### config.mk
export PLATFORM = sky130hd
export DESIGN_NAME = flash_playback_ctrl
export DESIGN_NICKNAME = d
export VERILOG_FILES = /design/src/rtl/flash_playback_pkg.sv /design/src/rtl/playback_addr_step.sv /design/src/rtl/flash_playback_ctrl.sv
export SDC_FILE = /design/constraint.sdc
export NUM_CORES = 1
export LEC_CHECK = 0
export CORE_MARGIN = 10
export CORE_UTILIZATION = 40
export DETAILED_ROUTE_END_ITERATION = 10
export PLACE_DENSITY_LB_ADDON = 0.2
export SLEW_MARGIN = 30
export SYNTH_ARGS = -nofsm -noshare
export SYNTH_HDL_FRONTEND = slang
export SYNTH_SLANG_ARGS = --single-unit
### constraint.sdc
create_clock -name clk -period 3.43 [get_ports clk]
set_clock_uncertainty 0.1 [all_clocks]
set_input_delay 0.686 -clock clk [delete_from_list [all_inputs] [get_ports clk]]
set_output_delay 0.686 -clock clk [all_outputs]
set_load 0.01 [all_outputs]
### src/rtl/flash_playback_pkg.sv
// Shared types and defaults for the flash playback sequencer.
// Direction encodings are text macros so both RTL files compare against the same values.
`ifndef FLASH_PLAYBACK_PKG_SV
`define FLASH_PLAYBACK_PKG_SV

`define DIR_UP   1'b1
`define DIR_DOWN 1'b0

package flash_playback_pkg;

  typedef enum logic [2:0] {
    IDLE,
    REQ,
    WAIT_DATA,
    TICK_A,
    TICK_B
  } pb_state_e;

  localparam int          DEF_ADDR_W     = 23;
  localparam logic [22:0] DEF_START_ADDR = 23'h00000;
  localparam logic [22:0] DEF_END_ADDR   = 23'h7FFFF;

endpackage

`endif

### src/rtl/playback_addr_step.sv
// Next word address for the playback region: restart target, +/-1 step, or boundary handling.
// PLAYBACK_LOOP_EN selects wrap-around at the ends; otherwise the address holds at the boundary.
module playback_addr_step
  import flash_playback_pkg::*;
#(
  parameter int                ADDR_W     = DEF_ADDR_W,
  parameter logic [ADDR_W-1:0] START_ADDR = ADDR_W'(DEF_START_ADDR),
  parameter logic [ADDR_W-1:0] END_ADDR   = ADDR_W'(DEF_END_ADDR)
) (
  input  logic              dir,
  input  logic              restart_pending,
  input  logic [ADDR_W-1:0] cur_addr,
  output logic [ADDR_W-1:0] next_addr,
  output logic              at_boundary
);

  always_comb begin
    at_boundary = (dir == `DIR_UP) ? (cur_addr == END_ADDR) : (cur_addr == START_ADDR);
    if (restart_pending) begin
      next_addr = (dir == `DIR_UP) ? START_ADDR : END_ADDR;
    end else if (at_boundary) begin
`ifdef PLAYBACK_LOOP_EN
      next_addr = (dir == `DIR_UP) ? START_ADDR : END_ADDR;
`else
      next_addr = cur_addr;
`endif
    end else if (dir == `DIR_UP) begin
      next_addr = cur_addr + ADDR_W'(1);
    end else begin
      next_addr = cur_addr - ADDR_W'(1);
    end
  end

endmodule

### src/rtl/flash_playback_ctrl.sv
// Flash playback sequencer: fetches 32-bit words over Avalon-MM and plays them as 16-bit samples.
// Define PLAYBACK_LOOP_EN to wrap at the region ends; by default playback stops with done=1.
module flash_playback_ctrl
  import flash_playback_pkg::*;
#(
  parameter int                ADDR_W     = DEF_ADDR_W,
  parameter logic [ADDR_W-1:0] START_ADDR = ADDR_W'(DEF_START_ADDR),
  parameter logic [ADDR_W-1:0] END_ADDR   = ADDR_W'(DEF_END_ADDR)
) (
  input  logic              clk,
  input  logic              reset,
  input  logic              play,
  input  logic              dir,
  input  logic              restart,
  input  logic              sample_tick,
  output logic              flash_mem_read,
  output logic [ADDR_W-1:0] flash_mem_address,
  output logic [3:0]        flash_mem_byteenable,
  input  logic              flash_mem_waitrequest,
  input  logic [31:0]       flash_mem_readdata,
  input  logic              flash_mem_readdatavalid,
  output logic [15:0]       sample_out,
  output logic              sample_valid,
  output logic              underrun,
  output logic              done
);

`ifdef PLAYBACK_LOOP_EN
  localparam bit STOP_AT_END = 1'b0;
`else
  localparam bit STOP_AT_END = 1'b1;
`endif

  pb_state_e         state_q, state_d;
  logic [31:0]       word_q;
  logic              word_dir_q;
  logic              restart_pending_q;
  logic              pend_eff, step_dir, tick_run;
  logic              accept, latch_word, emit_a, emit_b, step, idle_restart, underrun_d, go_done;
  logic [ADDR_W-1:0] next_addr;
  logic              at_boundary;

  assign flash_mem_byteenable = 4'b1111;
  assign tick_run = sample_tick & play;
  // A restart arriving on the stepping cycle itself still wins over the +/-1 step.
  assign pend_eff = restart_pending_q | restart;
  // Idle restarts follow the live switch; everything else follows the word's own direction.
  assign step_dir = (state_q == IDLE) ? dir : word_dir_q;

  playback_addr_step #(
    .ADDR_W    (ADDR_W),
    .START_ADDR(START_ADDR),
    .END_ADDR  (END_ADDR)
  ) u_step (
    .dir            (step_dir),
    .restart_pending(pend_eff),
    .cur_addr       (flash_mem_address),
    .next_addr      (next_addr),
    .at_boundary    (at_boundary)
  );

  always_comb begin
    state_d      = state_q;
    accept       = 1'b0;
    latch_word   = 1'b0;
    emit_a       = 1'b0;
    emit_b       = 1'b0;
    step         = 1'b0;
    idle_restart = 1'b0;
    underrun_d   = 1'b0;
    go_done      = 1'b0;
    unique case (state_q)
      IDLE: begin
        idle_restart = restart;
        if (play && !done) state_d = REQ;
      end
      REQ: begin
        underrun_d = tick_run;
        if (!flash_mem_waitrequest) begin
          accept  = 1'b1;
          state_d = WAIT_DATA;
        end
      end
      WAIT_DATA: begin
        underrun_d = tick_run;
        if (flash_mem_readdatavalid) begin
          latch_word = 1'b1;
          state_d    = TICK_A;
        end
      end
      TICK_A: begin
        if (tick_run) begin
          emit_a  = 1'b1;
          state_d = TICK_B;
        end
      end
      TICK_B: begin
        if (tick_run) begin
          emit_b  = 1'b1;
          step    = 1'b1;
          state_d = REQ;
          if (STOP_AT_END && at_boundary && !pend_eff) begin
            go_done = 1'b1;
            state_d = IDLE;
          end
        end
      end
      default: state_d = IDLE;
    endcase
  end

  always_ff @(posedge clk) begin
    if (reset) begin
      state_q           <= IDLE;
      flash_mem_read    <= 1'b0;
      flash_mem_address <= START_ADDR;
      sample_out        <= 16'h0000;
      sample_valid      <= 1'b0;
      underrun          <= 1'b0;
      done              <= 1'b0;
      word_q            <= 32'h0;
      word_dir_q        <= `DIR_UP;
      restart_pending_q <= 1'b0;
    end else begin
      state_q        <= state_d;
      flash_mem_read <= (state_d == REQ);
      sample_valid   <= emit_a | emit_b;
      underrun       <= underrun_d;
      if (accept)     word_dir_q <= dir;
      if (latch_word) word_q     <= flash_mem_readdata;
      if (emit_a) begin
        sample_out <= (word_dir_q == `DIR_UP) ? word_q[15:0] : word_q[31:16];
      end else if (emit_b) begin
        sample_out <= (word_dir_q == `DIR_UP) ? word_q[31:16] : word_q[15:0];
      end
      if (step || idle_restart) begin
        flash_mem_address <= next_addr;
        restart_pending_q <= 1'b0;
      end else if (restart) begin
        restart_pending_q <= 1'b1;
      end
      if (go_done)           done <= 1'b1;
      else if (idle_restart) done <= 1'b0;
    end
  end

endmodule

Word-level counts from Yosys, hierarchy flattened --
Index checks and enable logic that the tools add are counted.
Operators by class: $add $sub $neg 2, eq/ne operators 7, muxes and demuxes 30, bitwise operators 4, reductions and logical operators 13
Operators with widths (count):
- $mux W23 | 3
- $mux W16 | 4
- $add A23 B1 Y23 const B | 1
- $eq A23 B19 Y1 const B | 1
- $logic_not A23 Y1 | 1
- $sub A23 B1 Y23 const B | 1
- $mux W19 | 1
- $mux W1 | 16
- $mux W3 | 5
- $pmux W3 S5 | 1
- $eq A3 B1 Y1 const B | 2
- $eq A3 B2 Y1 const B | 2
- $reduce_or A2 Y1 | 3
- $reduce_bool A2 Y1 | 2
- $eq A3 B3 Y1 const B | 1
- $logic_not A3 Y1 | 1
- $logic_and A1 B1 Y1 | 2
- $logic_not A1 Y1 | 2
- $ne A2 B2 Y1 const B | 1
- $or A1 B1 Y1 | 2
- $reduce_and A2 Y1 | 1
- $and A1 B1 Y1 | 1
- $logic_or A1 B1 Y1 | 1
- $not A1 Y1 | 1
Word-level totals: register bits 80, logic and storage cells 66

Longest topological paths before layout --
depth after elaboration 8, gate-level depth with buffers 12, depth with buffers taken out 10

Cells and area by module --
A second synthesis with hierarchy kept.
Unflattened totals: cells, all modules 662, area, all modules 5043.6 sq um
By module, submodules not included:
- flash_playback_ctrl | instances 1, cells each 450, area an instance 3613.5 sq um, sequential area each 1601.5 sq um
- playback_addr_step | instances 1, cells each 212, area an instance 1430.1 sq um, sequential area each 0.0 sq um

Worst setup path after synthesis --
No wires, ideal clock.
path type input to register, from input dir, to register flash_mem_address[16], arrival 3.539 ns, data required time 3.272 ns, slack -0.267 ns, stages on the path 12, path buffers 2, path through or4b_4 > nand2_1 > buf_4 > clkbuf_1 > xnor2_1 > ha_1 > or3_2 > a31oi_1 > a21oi_1 > or3_1 > a311oi_1 > a31o_2
Between the ends: word-level cells in the longest chain between the ends 4, elaborated cells on any way between the ends 8, classes of those cells eq/ne (1); mux (6); reduce/logical (1)
Ends and longest elaborated chain:
- from (decl) | RTL line flash_playback_ctrl.sv:13 | input logic dir,
- $mux W1 (*) | RTL line flash_playback_ctrl.sv:48 | assign step_dir = (state_q == IDLE) ? dir : word_dir_q;
- $mux W1 / $mux W23 (equally long branches) | RTL line playback_addr_step.sv:18, playback_addr_step.sv:27
- $ne A2 B2 Y1 (no line) / $mux W23 (equally long branches)
- $reduce_and A2 Y1 (no line) / $mux W23 (equally long branches)
- to (signal assigned) | RTL line flash_playback_ctrl.sv:137 | flash_mem_address <= next_addr;
- to (decl) | RTL line flash_playback_ctrl.sv:17 | output logic [ADDR_W-1:0] flash_mem_address,
Every way passes the cells marked *; elsewhere a longest branch is shown, timed or not. The select of a mux whose other input is x is not followed. A chain may end at the register's enable or synchronous reset.

Worst setup path after layout --
Same ends and word-level chain as after synthesis.

==> metrics.md <==
| Metric | Value |
|---|---|
| Worst reg2reg path depth | 10 |
| Slowest stage cell, crit path | clkdlybuf4s50_1 |
| Leak | between 2 and 2.5 nW |
| Fill count | 1,073 |
| Ys Warns | 0 |
| Synth area leaders | dfxtp_1 35%, nand2_1 8.2%, a21oi_1 6.6% |
| Final Setup Violations | 0 |
| Cts bufs inserted | 9 |
| Initial antenna violation count | 0 |
| Startpoint Class | input pin |
| Flops & latches, synth | 80 |
| Cell area after layout | 0.00603 sq mm |
| CTS Hold Bufs | 0 |
| Cell area after placement | roughly 0.0057 sq mm |
| Clock Pin Slew Worst Setup and Hold Paths | 60 ps |
| I/O pins | 87 |
| RePlAce Congestion | 1.01 |
| Arrival time worst endpoint | around 3500 ps |
| Slowest cell delay on critical path | 490 ps |
| Peak VDD IR | 0.299 mV |
| Critical path type | in2reg |
| Wirelength per Cell | 19.4 um |
| Largest net degree at the start of global routing | 75 |
| Layout cells sized above 1 | between 10% and 20% |
| Register area | 0.00160 sq mm |
| Slew Viols, Final | 0 |
| Register-to-register setup slack | 430 ps |
| Area of the multi-input gates | 0.00272 sq mm |
| Final hold violation count | 0 |
| EDFF count, synth | 0 |
| Hold Path Depth | 2 |
| First-pass GRT wire length | around 25,000 um |
| Period minus WS final | 3280 ps |
| Min-Delay Path Class | reg2reg |
| Detailed Routing Iterations Pass 1 | 5 |
| Post-synth top area cell | dfxtp_1 |
| Die area | 0.0160 sq mm |
| Detailed Route Iter0 Violations | 390 |
| Vias in the first global route | 4,818 |
| Count of cell types in the netlist | 78 |
| CTS H-tree lvls | 3 |
| Critical hold path startpoint | word_q[19]$_SDFFE_PP0P_ |
| Non-Filler Instances | just over 800 |
| Syn Std Cell Area | between 0.004 and 0.005 sq mm |
| Clock net sink count | 80 |
| Post-synth top area share | 35.2% |
| Sequential area share after synthesis | 35.2% |
| Final WL | 16,000 um |
| Worst-path cell chain | clkdlybuf4s50_1, or4b_4, nand2_2, xnor2_1, ha_2, or3_4, a31oi_4, a21oi_2, or3_1, a311oi_1, a31o_2 |
| WP depth | 11 |
| Area delta synth->final | 32.6% |
| Worst path bufs/invs | 1 |
| Dpl cells | 811 |
| Cell Rows | 38 |
| Hpwl dp | 11,400 um |
| Chip height | 127 um |
| MaxCap Viol Count | 0 |
| Required time worst endpoint | 3620 ps |
| Root buf cell | clkbuf_16 |
| R2R Path End | flash_mem_address[16]$_SDFFE_PP0P_ |
| Diodes inserted | 0 |
| Reg-to-reg critical path startpoint | state_q[0]$_SDFF_PP0_ |
| Synth Instances | around 600 |
| Die width | approximately 130 um |
| Total gr overflow | 0 |
| Final Net Count | 724 |
| Crit. End Element | register |
| Synthesized area per cell | around 7.6 sq um |
| Final hold slack | approximately 360 ps |
| Cell Pwr Density | 509 mW/mm^2 |
| Dpl ws | -256 ps |
| Core Area | 0.0110 sq mm |
| Total number of vias | 4,938 |
| DRT antenna net count | 0 |
| Clock Latency Late Sink | 340 ps |
| Dominant synthesized flop cell | dfxtp_1 |
| Period Utilization, post-route | 95.5% |
| Final worst slack | 153 ps |
| Top delay family on crit path | simple AND/OR/NAND/NOR gates |
| Max Root-Sink Buffers | 2 |
| Synth async-reset ratio | 0% |
| Hold path endpoint | word_q[19]$_SDFFE_PP0P_ |
| DRC | 0 |
| Achievable Freq | 305 MHz |
| Worst-margin pin slew | between 900 and 1000 ps |
| Status | complete, no violations |
| Vias per std cell | between 5 and 6 |
| Buffers on Ports | 82 |
| GRT Overall Usage | 19.0% |
| CTS tree | yes |
| CP max FO | 3 |
| Initial Utilization | 41.4% |
| Relative slew slack | 37.5% |
stage by stage:
stage               power (W)  setup TNS [ps]  utilization, %
finish                0.00307               0            54.9
global route          0.00321           -26.7            54.9
CTS                   0.00305               0            54.7
detailed placement    0.00204            -964            51.9
global placement      0.00203            -651            51.9
floorplan             0.00166               0               -
state kept, by name (all words and copies together), names as in the netlist:
name,cells
word_q,32
underrun,1
flash_mem_address,23
word_dir_q,1
flash_mem_read,1
done,1
sample_out,16
restart_pending_q,1
sample_valid,1
state_q,3
cell usage after synthesis, types with 3 or more instances:
library cell / instances
nand2_1: 99
dfxtp_1: 80
a21oi_1: 60
nor2_1: 50
clkbuf_1: 40
nand3_1: 22
nor3_1: 22
a211oi_1: 21
mux2i_1: 20
o21ai_0: 20
nand4_1: 13
nor4_1: 13
or3_1: 10
buf_2: 8
buf_4: 8
or4_1: 6
a31oi_1: 5
and3_1: 5
inv_1: 5
o22ai_1: 5
a21o_1: 4
a41oi_1: 4
or2_2: 4
a221oi_1: 3
nand2b_1: 3
o211ai_1: 3
where the power goes:
group	internal, W	switching, W
Clock	0.000595	0.000432
Sequential	0.000981	0.0000790
Combinational	0.000437	0.000545
Total	0.00201	0.00106
tightest hold or removal path, delay by kind of cell, from the launching register on:
family           cells  cell delay, ps
AND/OR/NAND/NOR      1              50
flip-flops           1             310
AO/OA/AOI/OAI        1              50
layout by cell type, fill, tap and decap left out, drive strengths merged, types with 4 or more instances in the layout:
cell type	netlist	routed
or3	11	11
conb	1	4
nand4	13	13
o21ai	22	22
nor4	14	14
a21oi	60	60
dfxtp	80	80
a41oi	4	4
clkbuf	40	10
mux2i	20	20
o22ai	5	5
a211oi	22	22
buf	19	47
clkdlybuf4s50	0	81
or4	8	8
inv	6	9
a21o	4	4
nand2	100	100
nor3	22	22
or2	4	4
nand3	22	22
and3	6	6
nor2	50	50
a31oi	5	5
what timing repair did:
item                       4_1_cts  5_1_grt
resized for setup                0        4
setup buffers                    0        0
setup endpoints to repair        0        1
kinds of logic (layout without fill, tap and decap cells):
family	Yosys count	count (layout)	synth area share [%]
adders and majority gates	2	2	0.550
DFF	80	80	35.2
and+or+nand+nor	270	270	29.3
buffers and inverters	65	150	6.58
muxes	20	20	4.40
xor gates and xnor gates	4	4	0.771
AOI/OAI and AO/OA	157	157	23.1
other	1	4	0.0825
layout make-up:
type / count / share of cell area (%)
Clock buffer: 10 / 3.96
Clock inverter: 6 / 1.22
Inverter: 6 / 0.374
Multi-Input combinational cell: 457 / 45.1
Sequential cell: 80 / 26.6
Tap cell: 140 / 2.91
Timing Repair Buffer: 128 / 19.9
per-layer routing:
metal	global-route usage [%]	routed length, um	vias up	share of wire [%]
met4	7.70	401	0	2.5
met1	23.6	6820	2359	43
met5	0	0	-	0
met3	4.87	1200	35	7.5
met2	30.5	7610	196	47
li1	-	-	2348	-
worst max-delay path by stage:
stage,startpoint,endpoint
after global placement,dir,flash_mem_address[12]$_SDFFE_PP0P_
final,dir,flash_mem_address[16]$_SDFFE_PP0P_
after CTS,dir,flash_mem_address[12]$_SDFFE_PP0P_
after detailed placement,dir,flash_mem_address[12]$_SDFFE_PP0P_
after floorplan,dir,flash_mem_address[16]$_SDFFE_PP0P_
after global routing,dir,flash_mem_address[12]$_SDFFE_PP0P_
No activity file was read; power rests on OpenSTA's default activity.
